--- src/rtl/parity_tx_ctrl.sv ---
// parity_tx_ctrl: framed LSB-first serial transmitter with an appended parity bit.
// Ports: clk, rst_n, s_data/s_valid/s_ready (word in), ser_data/ser_en/ser_last,
// busy, frame_done. Optional macro PARITY_TX_STOP_EN adds a trailing stop bit.
module parity_tx_ctrl #(
    parameter int unsigned DATA_WIDTH      = 8,
    parameter int unsigned BIT_PERIOD      = 1,
    parameter logic        EVEN_PARITY_BIT = 1'b0
) (
    input  logic                  clk,
    input  logic                  rst_n,
    input  logic [DATA_WIDTH-1:0] s_data,
    input  logic                  s_valid,
    output logic                  s_ready,
    output logic                  ser_data,
    output logic                  ser_en,
    output logic                  ser_last,
    output logic                  busy,
    output logic                  frame_done
);

    localparam int unsigned CW = (BIT_PERIOD > 1) ? $clog2(BIT_PERIOD) : 1;
    localparam int unsigned IW = $clog2(DATA_WIDTH + 1);
    localparam logic [CW-1:0] CNT_LAST = CW'(BIT_PERIOD - 1);
    localparam logic [IW-1:0] IDX_LAST = IW'(DATA_WIDTH - 1);

`ifdef PARITY_TX_STOP_EN
    typedef enum logic [1:0] {IDLE, DATA, PARITY, STOP} state_t;
`else
    typedef enum logic [1:0] {IDLE, DATA, PARITY} state_t;
`endif

    state_t                state_q, state_d;
    logic [DATA_WIDTH-1:0] shreg_q, shreg_d;
    logic                  acc_q, acc_d;
    logic [IW-1:0]         idx_q, idx_d;
    logic [CW-1:0]         cnt_q, cnt_d;
    logic                  period_end;

    logic s_ready_q, s_ready_d;
    logic ser_data_q, ser_data_d;
    logic ser_en_q, ser_en_d;
    logic ser_last_q, ser_last_d;
    logic busy_q, busy_d;
    logic frame_done_q, frame_done_d;

    assign period_end = (cnt_q == CNT_LAST);

    always_comb begin
        state_d      = state_q;
        shreg_d      = shreg_q;
        acc_d        = acc_q;
        idx_d        = idx_q;
        cnt_d        = cnt_q;
        frame_done_d = 1'b0;
        case (state_q)
            IDLE: begin
                if (s_valid && s_ready_q) begin
                    shreg_d = s_data;
                    acc_d   = EVEN_PARITY_BIT;
                    idx_d   = '0;
                    cnt_d   = '0;
                    state_d = DATA;
                end
            end
            DATA: begin
                if (period_end) begin
                    acc_d   = acc_q ^ shreg_q[0];
                    shreg_d = shreg_q >> 1;
                    idx_d   = idx_q + IW'(1);
                    cnt_d   = '0;
                    if (idx_q == IDX_LAST) begin
                        state_d = PARITY;
                    end
                end else begin
                    cnt_d = cnt_q + CW'(1);
                end
            end
            PARITY: begin
                if (period_end) begin
                    cnt_d = '0;
`ifdef PARITY_TX_STOP_EN
                    state_d = STOP;
`else
                    state_d      = IDLE;
                    frame_done_d = 1'b1;
`endif
                end else begin
                    cnt_d = cnt_q + CW'(1);
                end
            end
`ifdef PARITY_TX_STOP_EN
            STOP: begin
                if (period_end) begin
                    cnt_d        = '0;
                    state_d      = IDLE;
                    frame_done_d = 1'b1;
                end else begin
                    cnt_d = cnt_q + CW'(1);
                end
            end
`endif
            default: state_d = IDLE;
        endcase
    end

    // Outputs are registered, so they are decoded from the next-state values.
    always_comb begin
        ser_data_d = 1'b0;
        case (state_d)
            DATA:    ser_data_d = shreg_d[0];
            PARITY:  ser_data_d = acc_d;
`ifdef PARITY_TX_STOP_EN
            STOP:    ser_data_d = 1'b1;
`endif
            default: ser_data_d = 1'b0;
        endcase
        ser_en_d  = (state_d != IDLE) && (cnt_d == '0);
        busy_d    = (state_d != IDLE);
        s_ready_d = (state_d == IDLE);
`ifdef PARITY_TX_STOP_EN
        ser_last_d = (state_d == STOP);
`else
        ser_last_d = (state_d == PARITY);
`endif
    end

    always_ff @(posedge clk or negedge rst_n) begin
        if (!rst_n) begin
            state_q      <= IDLE;
            shreg_q      <= '0;
            acc_q        <= 1'b0;
            idx_q        <= '0;
            cnt_q        <= '0;
            s_ready_q    <= 1'b1;
            ser_data_q   <= 1'b0;
            ser_en_q     <= 1'b0;
            ser_last_q   <= 1'b0;
            busy_q       <= 1'b0;
            frame_done_q <= 1'b0;
        end else begin
            state_q      <= state_d;
            shreg_q      <= shreg_d;
            acc_q        <= acc_d;
            idx_q        <= idx_d;
            cnt_q        <= cnt_d;
            s_ready_q    <= s_ready_d;
            ser_data_q   <= ser_data_d;
            ser_en_q     <= ser_en_d;
            ser_last_q   <= ser_last_d;
            busy_q       <= busy_d;
            frame_done_q <= frame_done_d;
        end
    end

    assign s_ready    = s_ready_q;
    assign ser_data   = ser_data_q;
    assign ser_en     = ser_en_q;
    assign ser_last   = ser_last_q;
    assign busy       = busy_q;
    assign frame_done = frame_done_q;

endmodule

--- config.mk ---
export PLATFORM = sky130hd
export DESIGN_NAME = parity_tx_ctrl
export DESIGN_NICKNAME = d
export VERILOG_FILES = /design/src/rtl/parity_tx_ctrl.sv
export SDC_FILE = /design/constraint.sdc
export NUM_CORES = 1
export LEC_CHECK = 0
export BUFFER_PORTS_ARGS = -buffer_cell sky130_fd_sc_hd__buf_4
export CAP_MARGIN = 10
export CORE_MARGIN = 2
export CORE_UTILIZATION = 57
export DETAILED_ROUTE_END_ITERATION = 12
export HOLD_SLACK_MARGIN = 0.02
export PLACE_DENSITY = 0.8
export SLEW_MARGIN = 25
export SYNTH_ARGS = -nofsm -noshare
export SYNTH_HDL_FRONTEND = slang
export SYNTH_SLANG_ARGS = --single-unit
export TNS_END_PERCENT = 30
--- constraint.sdc ---
create_clock -name clk -period 4.06 [get_ports clk]
set_clock_uncertainty 0.2 [all_clocks]
set_input_delay 0.609 -clock clk [delete_from_list [all_inputs] [get_ports clk]]
set_output_delay 0.609 -clock clk [all_outputs]
set_load 0.03 [all_outputs]
==> flow_summary.yaml, run 1 <==
status:
  status: "completed"
synth:
  ys_seq_area_share_pct: 54.85
  synth_seq_cells: 22
  netlist_instances: 88
  syn_nets: 103
  synth_top_cells_by_area: "dfrtp_1, nand2_1, a22o_1"
  synth_top_area_share_pct: 52.24
  ys_warn_count: 0
  avgSynthCellArea_um2: 11.43
  yosys.area.top_type: "dfrtp_1"
  syn_area_um2: 1006
  synth_cell_type_count: 30
setup_path:
  r2r_setup_slack_ps: 1680
  crit_slowest_cell: "or4b_1"
  cp_data_required_time_ps: 4060
  cp_max_fo: 4
  crit_type: "reg -> reg"
  crit_arrival_ps: 2380
  cp_num_buf_inv: 1
  path_delay_family: "simple AND/OR/NAND/NOR gates"
  path_cells: "ha_1 -> inv_1 -> or4b_1 -> o22a_1 -> ha_1 -> and2_0 -> a32o_1"
  startpoint_type: "register"
  crit_top_cell: "ha_1"
  worstSetupEndpointType: "register"
  slowest_delay_ps: 530
cells_and_area:
  largestRegisters: "shreg_q (8), idx_q (4), state_q (2)"
  fin_nets: 121
  drive_gt1_share_pct: 25.71
  diodes: 0
  multi_input_area_um2: 410.4
  syn2layout_area_growth_pct: 15.80
  area.sequential_um2: 551.8
  fillers: 146
  largest_reg_flops: 8
  top_register: "shreg_q"
sta:
  setup_violations: 0
  slew_headroom_pct: 67.24
  rsz0062_at_grt: "false"
  layout_min_cycle_time_ps: 2384
  final-hold-violation-count: 0
  period_share_pct: 58.73
  worstMarginPinSlew_ps: 490.9
  report.final.slew_viol_count: 0
  fmax_mhz: 419.4
  tns_ps: 0
place:
  dp_hpwl_um: 1230
  gp_congestion: 0.7044
  portBuffers: 16
cts:
  cts_resized: 0
  clockBufferDepth: 2
  numCtsBuffers: 3
  cts_tree: "built"
  clk_pin_slew_worst_paths_ps: 120
  cts_root_buf: "clkbuf_4"
  cts.sinks: 22
  worstSkewPairLatency_ps: 310
  post_cts_buffers: 0
  h-tree-depth: 1
die:
  die_h_um: 46.01
  fp.dieArea_um2: 2117
  rows: 15
  dieWidth_um: 46.01
  num_io_pins: 17
  core_area_um2: 1689
  initial_core_util_pct: 59.56
routing:
  vias: 699
  via_per_inst: 5.730
  drt_wl_total_um: 1716
  drtIter0Drc: 17
  wire_per_inst_um: 14.07
  drt-pass1-iter-count: 4
  drtAntennaViolNets: 0
  drc: 0
pwr:
  p_leak_nw: 0.5884
  total_power_mw: 0.8425
  irDropWorstVdd_uv: 405.2
  power_density_nw_per_um2: 723.3
global_route:
  grt_max_degree: 23
  grt_pass1_vias: 670
  grt_pass1_wl_um: 2856
  grt_overflow: 0
  grt_most_used_layer: "met2"
  grt_use_met1_pct: 23.54
  antenna_found_initial: 0
  grt_usage_pct: 19.15
  gr-usage-met3_pct: 2.381
  use_met2_pct: 33.06
flow_run:
  max_cap_viol_count: 0
hold_path:
  hold_class: "reg -> reg"
-- layer usage --
| layer | vias up | routed length, µm |
|---|---|---|
| met1 | 337 | 770 |
| met4 | 0 | 25 |
| li1 | 343 | - |
| met3 | 4 | 54 |
| met5 | - | 0 |
| met2 | 15 | 866 |
-- worst reg2reg max path, cell delays in order (launching register included) --
cell and delay, ps:
dfrtp_1 410, ha_1 170, inv_1 50, or4b_1 530, o22a_1 270, ha_1 300
and2_0 140, a32o_1 210
-- power by group --
part | total (mW) | internal, mW | switching, mW
combinational | 0.360 | 0.167 | 0.193
sequential | 0.363 | 0.302 | 0.0610
clock | 0.120 | 0.0548 | 0.0650
total | 0.842 | 0.524 | 0.319
-- area by class of cell --
class / instances / area share [%]
sequential: 22 / 47.37
clock buffer: 4 / 3.115
inverter: 4 / 1.289
tap: 17 / 1.826
multi-input combinational: 58 / 35.23
timing repair buffer: 17 / 11.17
-- per-stage QoR --
stage / utilization, % / cell area, µm² / hold slack [ps] / instances / worst slack, ps
2_1_floorplan: - / 1006 / 113.4 / 88 / 1812
3_3_place_gp: 66.22 / 1119 / 260.7 / 117 / 1771
3_5_place_dp: 66.22 / 1119 / 263.3 / 117 / 1692
4_1_cts: 68.96 / 1165 / 292.5 / 122 / 1671
5_1_grt: 68.96 / 1165 / 325.2 / 122 / 1496
6_report: 68.96 / 1165 / 288.1 / 122 / 1676
-- repair_timing --
action                     CTS  global route
hold buffers                 1             0
hold endpoints to repair    21             0
setup endpoints to repair    0             0
-- layout by cell type (no fill, tap or decap) --
cell type       n
nand2_1        14
a21o_1          1
inv_1           4
nor2_1          4
dfstp_2         1
o22a_1          1
a211oi_1        1
nor2_4          1
a32o_1          1
and2b_1         1
or4b_1          1
o21ai_0         2
nor3b_1         1
nor3b_4         1
dlygate4sd3_1   1
nor2b_1         2
a21oi_1         3
nand4_1         1
and2_0          1
and4bb_2        1
ha_1            4
clkbuf_8        1
a22o_1          6
clkbuf_4        3
buf_4          16
dfrtp_1        21
xor2_1          1
or2_2           1
mux2_2          2
a22oi_1         6
nand2b_1        1
-- synth_stat cells (all sizes together) --
cell type and number:
and4bb 1, a22o 6, nand2b 1, mux2 2
and2 1, ha 4, xor2 1, inv 4
buf 4, or4b 1, a21o 1, nor2 5
nor3b 2, a211oi 1, dfstp 1, nand2 14
o21ai 2, nand4 1, a32o 1, and2b 1
dfrtp 21, or2 1, nor2b 2, a21oi 3
a22oi 6, o22a 1
-- path summary, 6_finish.rpt --
check | depth (start not counted) | end | start
setup / recovery | 7 | ser_data | idx_q[1]
hold / removal | 2 | shreg_q[1] | shreg_q[1]
setup reg to reg | 7 | ser_data | idx_q[1]
hold reg to reg | 2 | shreg_q[1] | shreg_q[1]
max in group asynchronous | 2 | s_ready | rst_n
min in group asynchronous | 2 | state_q[0] | rst_n
-- cells by family (layout without fill, tap and decap cells) --
logic type,after synthesis,after routing,share of synthesized area [%]
mux,2,2,2.239
buf+inv,8,25,4.353
fa+ha+maj,4,4,4.975
compound gates,21,21,15.55
flops,22,22,54.85
simple gates,30,30,17.17
xor+xnor,1,1,0.8708
No activity file was read; power rests on OpenSTA's default activity.
==> run 2, diff against run 1 <==
Settings changed: ABC_AREA set to 1, CORE_UTILIZATION 57 to 48, PLACE_DENSITY 0.8 to 0.72.
Clock period 4.06 ns to 2.1 ns, I/O delays scaled along.
==> flow_summary.yaml, run 2 <==
status:
  status: "completed"
synth:
  synth-adder-area-share_pct: 5.109
  yosys.area.top_type: "dfrtp_1"
  synth_most_common_cell: "nand2_1"
  synth_cell_type_count: 20
  synth_top_family_by_area: "simple AND/OR/NAND/NOR gates"
  synth_edf_count: 0
  synthTopCellsByCount: "nand2_1, dfrtp_1, inv_1, nand3_1, a22oi_1"
  ys_seq_area_share_pct: 56.32
  synth_top_cells_by_area: "dfrtp_1, nand2_1, ha_1"
  syn_area_um2: 979.7
  yosys.area_share.simple_pct: 25.67
  ys_warn_count: 0
  synth_xor_area_share_pct: 0
  ys.flop_type: "dfrtp_1"
  syn_nets: 122
  avgSynthCellArea_um2: 9.156
  synth_compound_area_share_pct: 8.301
  postSynth.asyncResetShare_pct: 100.0
  netlist_instances: 107
  yosys-mux-area-fraction_pct: 0
  synth_seq_cells: 22
  synth_top_area_share_pct: 53.64
place:
  gp_congestion: 0.7963
  dp_hpwl_um: 1275
  dp_cells: 150
  portBuffers: 16
  placed_area_um2: 1134
setup_path:
  crit_slowest_cell: "dfstp_2"
  path_delay_family: "flip-flops"
  cp_max_fo: 10
  crit_type: "reg -> reg"
  worstSetupEndpointType: "register"
  crit_arrival_ps: 1840
  slowest_delay_ps: 560
  cp_data_required_time_ps: 2130
  startpoint_type: "register"
  cp_num_buf_inv: 3
  path_cells: "nand2_1 -> inv_1 -> nand2_1 -> inv_2 -> a21oi_1 -> ha_1 -> inv_1 -> a21oi_1"
cells_and_area:
  final_common_cell: "nand2_1"
  syn2layout_area_growth_pct: 25.54
  stdcell_area_um2: 1230
  fin_nets: 150
  drive_gt1_share_pct: 21.64
  largest_reg_flops: 8
  diodes: 0
  top_register: "shreg_q"
  layout_common_cells: "nand2_1, dfrtp_1, buf_4, inv_1"
  largestRegisters: "shreg_q (8), idx_q (4), state_q (2)"
  final_cells: 161
global_route:
  grt_overflow: 0
  grt_max_degree: 23
  grt_usage_pct: 16.09
  grt_pass1_wl_um: 2953
  grt_pass1_vias: 670
  antenna_found_initial: 0
sta:
  rsz0062_at_grt: "false"
  layout_min_cycle_time_ps: 1804
  setup_violations: 0
  period_share_pct: 85.89
  report.final.slew_viol_count: 0
  worstMarginPinSlew_ps: 291.2
  final-hold-violation-count: 0
  slew_headroom_pct: 80.54
  fmax_mhz: 554.4
  tns_ps: 0
  whs_ps: 16.99
cts:
  clk_pin_slew_worst_paths_ps: 130
  numCtsBuffers: 3
  worstSkewPairLatency_ps: 310
  h-tree-depth: 1
  cts_root_buf: "clkbuf_4"
  cts_tree: "built"
  cts.sinks: 22
  clockBufferDepth: 2
routing:
  drc: 0
  wire_per_inst_um: 10.93
  vias: 797
  drt-pass1-iter-count: 4
  drtIter0Drc: 14
  drtAntennaViolNets: 0
  via_per_inst: 4.950
  drt_wl_total_um: 1759
die:
  fp.dieArea_um2: 2418
  dieWidth_um: 49.18
  core_area_um2: 1942
  initial_core_util_pct: 50.45
  num_io_pins: 17
  rows: 16
  die_h_um: 49.18
pwr:
  total_power_mw: 1.537
  irDropWorstVdd_uv: 757.5
  power_density_nw_per_um2: 1250
  p_leak_nw: 0.6413
hold_path:
  hold_class: "in -> reg"
flow_run:
  max_cap_viol_count: 0
run 2: changes by cell type in the layout (fill, tap and decap cells not counted), sizes merged, moves of 3 or more:
cell	before	now
nand3	0	7
nor2	5	8
dlygate4sd3	1	7
a22o	6	0
nand2	14	37
inv	4	12
run 2: report_power, final:
part	internal, mW	leakage [nW]	total [mW]	switching [mW]
Combinational	0.247	0.346	0.658	0.411
Sequential	0.579	0.281	0.679	0.0998
Clock	0.0742	0.0150	0.200	0.126
run 2: cells by family (layout without fill, tap and decap cells):
kind of cell,count (synthesis),count (layout)
AOI/OAI and AO/OA,13,13
adders and majority gates,4,4
buffers and inverters,12,39
DFF,22,22
and+or+nand+nor,56,56
run 2: area by class of cell:
cell class	instances	area, µm²
fill	165	711.9
sequential	22	551.8
tap	27	33.78
multi-input combinational	73	382.9
timing repair buffer	23	190.2
inverter	12	45.04
clock buffer	4	26.28
run 2: worst paths after layout:
path	start	endpoint	slack, ps	cells after the start
worst max register to register	s_ready	ser_data	300	8
worst max-delay path	s_ready	ser_data	300	8
min in group asynchronous	rst_n	shreg_q[3]	200	2
max in group asynchronous	rst_n	s_ready	1210	2
worst min-delay path	s_data[4]	shreg_q[4]	20	3
worst min register to register	shreg_q[7]	shreg_q[7]	300	2
run 2: per-stage QoR:
stage | setup slack, ps | utilization [%]
2_1_floorplan | 335.9 | -
3_3_place_gp | 311.8 | 58.38
3_5_place_dp | 263.6 | 58.38
4_1_cts | 296.5 | 62.82
5_1_grt | 122.3 | 63.34
6_report | 296.3 | 63.34
run 2: worst reg2reg max path, delay by kind of cell, from the launching register on:
kind,cells,cell delay [ps]
buf+inv,3,290
flops,1,560
compound gates,2,220
fa+ha+maj,1,300
simple gates,2,170
run 2: what timing repair did:
item                      4_1_cts  5_1_grt
hold endpoints to repair       27        1
setup buffers                   0        0
gates resized for setup         0        0
hold buffers                    6        1
run 2: layer usage:
layer  track usage (%)  vias to the layer above  wire length [µm]  part of all wire, %
li1                  -                      398                 -                    -
met1             21.46                      374               826                   47
met2             25.00                       21               840                   48
met3             2.761                        4                58                  3.3
met4             8.571                        0                34                  1.9
met5                 0                        -                 0                    0
==> run 3, diff against run 2 <==
Settings changed: CORE_UTILIZATION 48 to 53, PLACE_DENSITY 0.72 to 0.75.
Clock period 2.1 ns to 2 ns, I/O delays scaled along.
==> flow_summary.yaml, run 3 (synthesized netlist as in run 2, its figures left out) <==
status:
  status: "completed"
die:
  core_area_um2: 1727
  die_h_um: 47.00
  dieWidth_um: 47.00
  num_io_pins: 17
  initial_core_util_pct: 56.74
  fp.dieArea_um2: 2209
  rows: 15
global_route:
  antenna_found_initial: 0
  grt_usage_pct: 19.46
  grt_overflow: 0
  grt_max_degree: 23
  grt_pass1_wl_um: 2994
  grt_pass1_vias: 711
sta:
  final-hold-violation-count: 0
  report.final.slew_viol_count: 0
  rsz0062_at_grt: "false"
  fmax_mhz: 570.0
  slew_headroom_pct: 79.56
  layout_min_cycle_time_ps: 1754
  worstMarginPinSlew_ps: 305.9
  period_share_pct: 87.71
  setup_violations: 0
  tns_ps: 0
  setup_ws_ps: 245.7
setup_path:
  slowest_delay_ps: 410
  cp_data_required_time_ps: 2040
  crit_slowest_cell: "dfrtp_1"
  cp_max_fo: 4
  worstSetupEndpointType: "register"
  crit_arrival_ps: 1790
  crit_type: "reg -> reg"
  startpoint_type: "register"
  path_cells: "ha_1 -> nand4_1 -> o22ai_1 -> inv_1 -> ha_1 -> inv_1 -> a21oi_1"
cells_and_area:
  fin_nets: 152
  top_register: "shreg_q"
  multi_input_area_um2: 382.9
  largestRegisters: "shreg_q (8), idx_q (4), state_q (2)"
  syn2layout_area_growth_pct: 28.10
  area.sequential_um2: 551.8
  largest_reg_flops: 8
  fin_util_pct: 72.68
  final_cells: 161
  fillers: 138
  drive_gt1_share_pct: 22.79
  layout_common_cells: "nand2_1, dfrtp_1, buf_4, inv_1, dlygate4sd3_1"
  final_common_cell: "nand2_1"
  diodes: 0
cts:
  clk_pin_slew_worst_paths_ps: 110
  clockBufferDepth: 2
  worstSkewPairLatency_ps: 300
  numCtsBuffers: 3
  cts.sinks: 22
  h-tree-depth: 1
  cts_root_buf: "clkbuf_4"
  cts_tree: "built"
routing:
  drc: 0
  wire_per_inst_um: 11.57
  vias: 789
  via_per_inst: 4.901
  drt-pass1-iter-count: 4
  drtIter0Drc: 18
  drtAntennaViolNets: 0
  drt_wl_total_um: 1863
pwr:
  sw_frac_of_total_pct: 40.70
  p_leak_nw: 0.6568
  p_seq_share_pct: 42.9
  total_power_mw: 1.662
  irDropWorstVdd_uv: 805.3
  pwr-share-clk_pct: 14.3
  p_int_mw: 0.9853
  switchingPower_mw: 0.6762
  pwr-share-comb_pct: 42.8
  power_density_nw_per_um2: 1324
place:
  dp_cells: 149
  dp_hpwl_um: 1300
  portBuffers: 16
  post-place-ws_ps: 291.9
  gp_congestion: 0.7717
flow_run:
  max_cap_viol_count: 0
hold_path:
  hold_class: "in -> reg"
run 3: routing by layer:
metal / GRT usage, % / share of wire (%) / vias to the layer above
met3: 3.462 / 3.0 / 4
met4: 6.667 / 1.6 / 0
met5: 0 / 0 / -
met2: 32.88 / 47 / 12
li1: - / - / 403
met1: 25.18 / 48 / 370
run 3: worst max-delay path, delay by kind of cell (launching register included):
kind	cells	cell delay (ps)
compound gates	2	340
buf+inv	2	130
flops	1	410
simple gates	1	130
fa+ha+maj	2	480
run 3: layout make-up:
type                       instances  share of cell area, %
multi-input combinational         73                  30.51
tap                               25                  2.493
timing repair buffer              25                  16.55
sequential                        22                  43.97
inverter                          12                  3.589
clock buffer                       4                  2.891
run 3: worst paths after layout:
check	to	depth (start not counted)	startpoint	slack (ps)
max	ser_data	7	idx_q[0]	250
min reg2reg	shreg_q[4]	2	shreg_q[4]	290
min in group asynchronous	frame_done	2	rst_n	210
min	cnt_q	4	s_valid	140
max reg2reg	ser_data	7	idx_q[0]	250
max in group asynchronous	s_ready	2	rst_n	1120
run 3: power groups by stage:
stage / Sequential (mW) / Combinational, mW / Clock [mW]
2_1_floorplan: 0.783 / 0.420 / 0
3_3_place_gp: 0.711 / 0.678 / 0
3_5_place_dp: 0.719 / 0.700 / 0
4_1_cts: 0.711 / 0.717 / 0.247
5_1_grt: 0.736 / 0.806 / 0.259
6_report: 0.712 / 0.712 / 0.238
run 3: what timing repair did:
| item | 4_1_cts | 5_1_grt |
|---|---|---|
| setup buffers | 0 | 0 |
| hold buffers | 8 | 0 |
| gates resized for setup | 0 | 0 |
| endpoints found under the hold margin | 29 | 0 |
run 3: stage by stage:
| step | instance area [µm²] | hold slack [ps] |
|---|---|---|
| after detailed placement | 1139 | 1.087 |
| after global placement | 1139 | -1.630 |
| after global routing | 1255 | 173.1 |
| final | 1255 | 137.0 |
| after CTS | 1255 | 124.0 |
| after floorplan | 979.7 | -195.6 |
